==> src/rtl/imem_boot_loader.sv <==
// Loads a length-prefixed, XOR-checksummed image from a valid/ready word stream into instruction memory.
// Write latency 1 cycle after each payload handshake; ready only while loading (LEN/LOAD/CHK), core held in reset until verified.
module imem_boot_loader #(
    parameter int ADDR_W      = 16,
    parameter int DEPTH_WORDS = 256
) (
    input  logic              i_clk,
    input  logic              i_rst_n,
    input  logic              i_s_valid,
    output logic              o_s_ready,
    input  logic [31:0]       i_s_data,
    input  logic              i_restart,
    output logic              o_we,
    output logic [ADDR_W-1:0] o_waddr,
    output logic [31:0]       o_wdata,
    output logic              o_core_rst_n,
    output logic              o_busy,
    output logic              o_done,
    output logic              o_err
);

    localparam int IDX_W = (DEPTH_WORDS > 1) ? $clog2(DEPTH_WORDS) : 1;
    localparam int LEN_W = $clog2(DEPTH_WORDS) + 1;

    typedef enum logic [2:0] {
        S_LEN  = 3'd0,
        S_LOAD = 3'd1,
        S_CHK  = 3'd2,
        S_RUN  = 3'd3,
        S_ERR  = 3'd4
    } state_t;

    state_t           state;
    state_t           state_nxt;
    logic [LEN_W-1:0] len;
    logic [IDX_W-1:0] idx;
    logic [31:0]      csum;
    logic             hs;
    logic             last;
    logic             len_ok;
    logic             busy_nxt;
    logic             done_nxt;
    logic             err_nxt;

    assign o_s_ready = i_rst_n & ((state == S_LEN) | (state == S_LOAD) | (state == S_CHK));
    assign hs        = i_s_valid & o_s_ready;
    assign last      = (LEN_W'(idx) == (len - LEN_W'(1)));
    assign len_ok    = (i_s_data != 32'd0) && (i_s_data <= 32'(DEPTH_WORDS));

    always_comb begin
        state_nxt = state;
        unique case (state)
            S_LEN:   if (hs) state_nxt = len_ok ? S_LOAD : S_ERR;
            S_LOAD:  if (hs && last) state_nxt = S_CHK;
            S_CHK:   if (hs) state_nxt = (i_s_data == csum) ? S_RUN : S_ERR;
            S_RUN,
            S_ERR:   if (i_restart) state_nxt = S_LEN;
            default: state_nxt = S_LEN;
        endcase
    end

    // Status flags are decoded from the next state so they flip together with the state register.
    always_comb begin
        busy_nxt = (state_nxt == S_LEN) || (state_nxt == S_LOAD) || (state_nxt == S_CHK);
        done_nxt = (state_nxt == S_RUN);
        err_nxt  = (state_nxt == S_ERR);
    end

    always_ff @(posedge i_clk) begin
        if (!i_rst_n) begin
            state        <= S_LEN;
            len          <= '0;
            idx          <= '0;
            csum         <= '0;
            o_we         <= 1'b0;
            o_waddr      <= '0;
            o_wdata      <= '0;
            o_core_rst_n <= 1'b0;
            o_busy       <= 1'b1;
            o_done       <= 1'b0;
            o_err        <= 1'b0;
        end else begin
            state        <= state_nxt;
            o_we         <= 1'b0;
            o_busy       <= busy_nxt;
            o_done       <= done_nxt;
            o_err        <= err_nxt;
            o_core_rst_n <= done_nxt;
            unique case (state)
                S_LEN: begin
                    if (hs && len_ok) begin
                        len  <= i_s_data[LEN_W-1:0];
                        idx  <= '0;
                        csum <= '0;
                    end
                end
                S_LOAD: begin
                    if (hs) begin
                        o_we    <= 1'b1;
                        o_waddr <= ADDR_W'({idx, 2'b00});
                        o_wdata <= i_s_data;
                        csum    <= csum ^ i_s_data;
                        // Hold on the final word so a full-depth image never wraps the index.
                        if (!last) idx <= idx + IDX_W'(1);
                    end
                end
                S_RUN,
                S_ERR: begin
                    if (i_restart) begin
                        idx  <= '0;
                        csum <= '0;
                    end
                end
                default: ;
            endcase
        end
    end

endmodule
==> config.mk <==
export PLATFORM = sky130hd
export DESIGN_NAME = imem_boot_loader
export DESIGN_NICKNAME = d
export VERILOG_FILES = /design/src/rtl/imem_boot_loader.sv
export SDC_FILE = /design/constraint.sdc
export NUM_CORES = 1
export LEC_CHECK = 0
export CAP_MARGIN = 20
export CORE_MARGIN = 1
export CORE_UTILIZATION = 40
export CTS_BUF_LIST = sky130_fd_sc_hd__clkbuf_8
export CTS_CLUSTER_DIAMETER = 200
export DETAILED_ROUTE_END_ITERATION = 8
export SYNTH_ARGS = -nofsm -noshare
export SYNTH_HDL_FRONTEND = slang
export SYNTH_SLANG_ARGS = --single-unit
==> constraint.sdc <==
create_clock -name i_clk -period 5.2 [get_ports i_clk]
set_input_delay 1.04 -clock i_clk [delete_from_list [all_inputs] [get_ports i_clk]]
set_output_delay 1.04 -clock i_clk [all_outputs]
set_load 0.005 [all_outputs]
## Word level (Yosys, flattened, before mapping)

Cells that the tools add are included.

- Bits in registers: 96
- Output and inout port bits: 54

- $add $sub $neg: 2
- $lt $le $gt $ge: 1
- Eq/ne operators: 14
- Multiplexer cells: 17
- Bitwise gates (word level): 5
- Reduce and logical (&&, ||, !) cells: 15

Operator list:

| operator | count |
|---|---|
| two-way mux 32 bit | 3 |
| one-hot mux 32 bit (3 select lines) | 1 |
| == test 32 bit | 1 |
| <= comparator 32 x 9 -> 1 bit (second input constant) | 1 |
| two-way mux 8 bit | 4 |
| nonzero test 32 bit | 1 |
| bitwise XOR 32 bit | 1 |
| one-hot mux 8 bit (3 select lines) | 1 |
| two-way mux 3 bit | 6 |
| == test 3 x 2 -> 1 bit (second input constant) | 4 |
| one-hot mux 3 bit (4 select lines) | 1 |
| == test 8 x 9 -> 1 bit | 1 |
| subtractor 9 x 1 -> 9 bit (second input constant) | 1 |
| adder 8 x 1 -> 8 bit (second input constant) | 1 |
| == test 3 x 1 -> 1 bit (second input constant) | 2 |
| == test 3 bit (second input constant) | 2 |
| zero test 3 bit | 2 |
| != test 2 bit (second input constant) | 3 |
| AND reduction 2 bit | 3 |
| AND reduction 5 bit | 1 |
| AND reduction 4 bit | 1 |
| logical AND 1 bit | 3 |
| nonzero test 3 bit | 1 |
| AND 1 bit | 2 |
| 5 further kinds | 7 |

## Depth between registers and ports, before layout

- Depth in word-level cells: 11
- Mapped depth: 10

## Worst setup path before layout

No wires, ideal clock.

- Path kind: in2out
- Start: in i_rst_n
- End: out o_s_ready
- Arrival time: 1.735 ns
- Required time: 4.160 ns
- Setup slack: 2.425 ns
- Stages: 4
- Path buffers: 2
- Path through: clkbuf_1 -> clkbuf_1 -> nand2b_1 -> a21oi_1

- Longest elaborated chain between the ends: 1

RTL lines:

| item | line | RTL |
|---|---|---|
| start, declared | 8 | `input logic i_rst_n,` |
| AND 1 bit | 45 | `assign o_s_ready = i_rst_n & ((state == S_LEN) \| (state == S_LOAD) \| (state == S_CHK));` |
| end, declared | 10 | `output logic o_s_ready,` |

Every way passes these cells.

## Final worst setup path

- Start: in i_s_data[9]
- End: reg idx[3]

- Longest elaborated chain between the ends: 5
- Elaborated cells between the ends (all ways): 6
- Those cells by class: order compare: 1; eq/ne: 1; reduce/logical: 4

RTL lines:

| item | line | RTL |
|---|---|---|
| start, declared | 11 | `input logic [31:0] i_s_data,` |
| <= comparator 32 x 9 -> 1 bit or nonzero test 32 bit (tied branches) | 48 | `assign len_ok = (i_s_data != 32'd0) && (i_s_data <= 32'(DEPTH_WORDS));` |
| logical AND 1 bit (*) | 48 |  |
| logical AND 1 bit (*) | 91 | `if (hs && len_ok) begin` |
| != test 2 x 1 -> 1 bit (no line) (*) | -- |  |
| AND reduction 5 bit (no line) (*) | -- |  |
| end signal, assigned | 104 | `if (!last) idx <= idx + IDX_W'(1);` |
| end, declared | 36 | `logic [IDX_W-1:0] idx;` |

Mark *: on every way between the ends. The rest lies on a longest branch, timed or not.
A chain may end at the register's enable or synchronous reset.

==> flow_summary.json <==
{
  "status": "complete, but fails checks",
  "failed_checks": "DRC",
  "power-per-cell-area_mw_per_mm2": 219.5,
  "power.static_leakage_uw": 0.002056,
  "worst_hold_path_type": "flip-flop to flip-flop",
  "worstPathBufferInverterCount": 2,
  "vias_per_cell": 5.358,
  "grt_remaining_overflow": 0,
  "antenna_violations_before_repair": 0,
  "layout.cells.non_filler": 800,
  "wire_per_inst_um": 16.42,
  "finalMaxSlewViolations": 0,
  "initial_core_utilization_pct": 41.83,
  "final_nets": 690,
  "rsz0062_at_grt": "false",
  "drt_pass1_iterations": 7,
  "cts_resized": 0,
  "dr_total_vias": 4286,
  "cts_inserted_buffers": 9,
  "cpMostUsedCell": "sky130_fd_sc_hd__nand4_1",
  "critical_path_rt_ps": 5490,
  "routed-wl-met2_um": 6144,
  "fp.coreArea_mm2": 0.01161,
  "avgSynthCellArea_um2": 8.207,
  "drt-met1-wl_um": 6345,
  "maxUsedRoutingLayer": "met4",
  "areaGrowthSynthToFinish_pct": 20.71,
  "first_global_vias": 3920,
  "setup_total_negative_slack_ps": 0,
  "dpl.hpwl_um": 9112,
  "die_h_um": 112.2,
  "postSynthCellCount": 592,
  "critical_path.max_stage_delay_ps": 610,
  "cp_data_arrival_time_ps": 3960,
  "maxCapViolCount": 0,
  "fin_crit_sh_pct": 70.57,
  "global_route.usage.total_pct": 21.46,
  "wl_um": 13140,
  "worst_case_clock_buffer_depth": 2,
  "synth_flop_cell": "sky130_fd_sc_hd__dfxtp_1",
  "synth.most_common_cell": "sky130_fd_sc_hd__nand2_1",
  "hold_buffers": 0,
  "period_minus_slack_ps": 3670,
  "timing.critical_path.cells": "clkdlybuf4s50_1 > nor4_1 > nand4_1 > nor4b_2 > buf_4 > a41o_2 > a21boi_2 > nand4_1 > mux2i_1",
  "cp_top_family": "simple AND/OR/NAND/NOR gates",
  "synth.top_cells.by_area": "sky130_fd_sc_hd__dfxtp_1 (40%), sky130_fd_sc_hd__nand2_1 (8.6%), sky130_fd_sc_hd__nor2b_1 (7.7%)",
  "power.ir.vdd_worst_mv": 0.1577,
  "numPortBuffers": 81,
  "ant_nets": 0,
  "synth.largest_area_cell": "sky130_fd_sc_hd__dfxtp_1",
  "cts_tree": "built",
  "cts.root.buffer_cell": "sky130_fd_sc_hd__clkbuf_8",
  "post-route-drc-count": 6,
  "dp_slack_ps": 1098,
  "synth.ff_latch_count": 96,
  "antennaDiodeCount": 0,
  "total_power_uw": 1287,
  "ff_latch_area_mm2": 0.001922,
  "fin_worst_skew_ps": 10.90,
  "postCtsSetupRepairBufs": 0,
  "numClockSinks": 96,
  "tightest_slew_ps": 769.7,
  "yosysWarnings": 0,
  "seq_area_frac_synth_pct": 39.56,
  "synth.top_cell.area_share_pct": 39.56,
  "asyncSetResetFlopFracSynth_pct": 0,
  "synth-edff-count": 0,
  "dp_cells": 784,
  "layout-drive-gt1-share_pct": 5.327,
  "max_frequency_mhz": 272.5,
  "row_count": 39,
  "dieArea_mm2": 0.01259,
  "synth.cell_area_mm2": 0.004858,
  "finalHoldViolCount": 0,
  "relSlewSlack_pct": 48.68,
  "synth_commonest_cells": "sky130_fd_sc_hd__nand2_1 (111), sky130_fd_sc_hd__dfxtp_1 (96), sky130_fd_sc_hd__nor2b_1 (60)",
  "path_clk_slew_ps": 90,
  "crit_type": "input pin to flip-flop",
  "startpoint_type": "input pin",
  "filler_cells_inserted": 1153,
  "grt_start_max_net_pins": 85,
  "clk_latency_ps": 390,
  "global_route_wire_length_before_repair_um": 21110,
  "detailroute.wirelength.met3_um": 526,
  "gp_congestion": 0.8205,
  "cts-htree-levels": 3,
  "timing.critical_path.slowest_stage_cell": "sky130_fd_sc_hd__a41o_2",
  "io_pins": 90,
  "dr.first_iter.drc_count": 248,
  "die_w_um": 112.2,
  "fin_hold_ws_ps": 465.6,
  "synth.distinct_cells": 56,
  "final.setup.worst_slack_ps": 1530,
  "crit_path_end_kind": "flip-flop",
  "critical_path_peak_fanout": 36,
  "multi_input_area_mm2": 0.002703,
  "final-setup-viol-count": 0
}
sequential cells by signal, indices dropped and copies added, names as in the netlist:
register	cells
o_done	1
idx	8
o_busy	1
o_waddr	8
state	3
o_we	1
o_wdata	32
csum	32
len	9
o_err	1
cell usage in the layout, fill, tap and decap left out, types with 5 or more instances in the layout:
cell type and n:
sky130_fd_sc_hd__conb_1 8, sky130_fd_sc_hd__nor2_1 16, sky130_fd_sc_hd__a22oi_1 20, sky130_fd_sc_hd__and3_1 9
sky130_fd_sc_hd__clkbuf_8 9, sky130_fd_sc_hd__nand2_1 111, sky130_fd_sc_hd__buf_4 5, sky130_fd_sc_hd__nand2b_1 17
sky130_fd_sc_hd__nor4_1 14, sky130_fd_sc_hd__a21boi_0 49, sky130_fd_sc_hd__xor2_1 15, sky130_fd_sc_hd__nor3_1 7
sky130_fd_sc_hd__o211ai_1 9, sky130_fd_sc_hd__nand3_1 13, sky130_fd_sc_hd__o21ai_0 27, sky130_fd_sc_hd__nand4_1 9
sky130_fd_sc_hd__clkdlybuf4s50_1 80, sky130_fd_sc_hd__a21oi_1 10, sky130_fd_sc_hd__inv_1 15, sky130_fd_sc_hd__mux2i_1 6
sky130_fd_sc_hd__nor2b_1 60, sky130_fd_sc_hd__dfxtp_1 96
kinds of logic after synthesis:
family | synth area share (%)
AO/OA/AOI/OAI | 20.45
XOR/XNOR | 3.245
adder cells (fa/ha/maj) | 0.5150
buffers and inverters | 5.459
flip-flops | 39.56
multiplexers | 1.236
other | 0.07719
AND/OR/NAND/NOR | 29.46
power breakdown:
| part | total [µW] | internal (µW) | leakage, µW | switching [µW] |
|---|---|---|---|---|
| logic | 103 | 48.1 | 0.00120 | 55.1 |
| registers | 737 | 736 | 0.000773 | 1.11 |
| clock network | 447 | 170 | 0.0000876 | 278 |
through the flow:
step | cell area (µm²) | util, %
2_1_floorplan | 4885 | -
4_1_cts | 5864 | 50.50
3_3_place_gp | 5699 | 49.07
5_1_grt | 5864 | 50.50
6_report | 5864 | 50.50
3_5_place_dp | 5699 | 49.07
final cells by class:
type	count	share of cell area [%]
clock inverter	7	0.7041
tap	143	3.051
timing repair buffer	86	14.38
clock buffer	9	2.112
sequential	96	32.77
multi-input combinational	445	46.08
inverter	14	0.8961
worst min-delay path, stage by stage, from the launching register on:
cell                       delay, ps
sky130_fd_sc_hd__dfxtp_1         320
sky130_fd_sc_hd__nand2_1          40
sky130_fd_sc_hd__a21boi_0         60
per-layer routing:
layer  GRT usage (%)  vias to the layer above
met3           4.158                        7
met4           6.667                        0
met2           34.29                       82
met5               0                        -
met1           29.26                     2029
li1                -                     2168
worst paths after layout:
check / start / to / slack, ps / depth (start not counted)
hold / removal: o_waddr[7] / o_waddr[7] / 470 / 2
hold reg to reg: o_waddr[7] / o_waddr[7] / 470 / 2
setup reg to reg: state[0] / csum[1] / 2420 / 10
setup / recovery: i_s_data[9] / idx[3] / 1530 / 9
No activity file was read; power rests on OpenSTA's default activity.
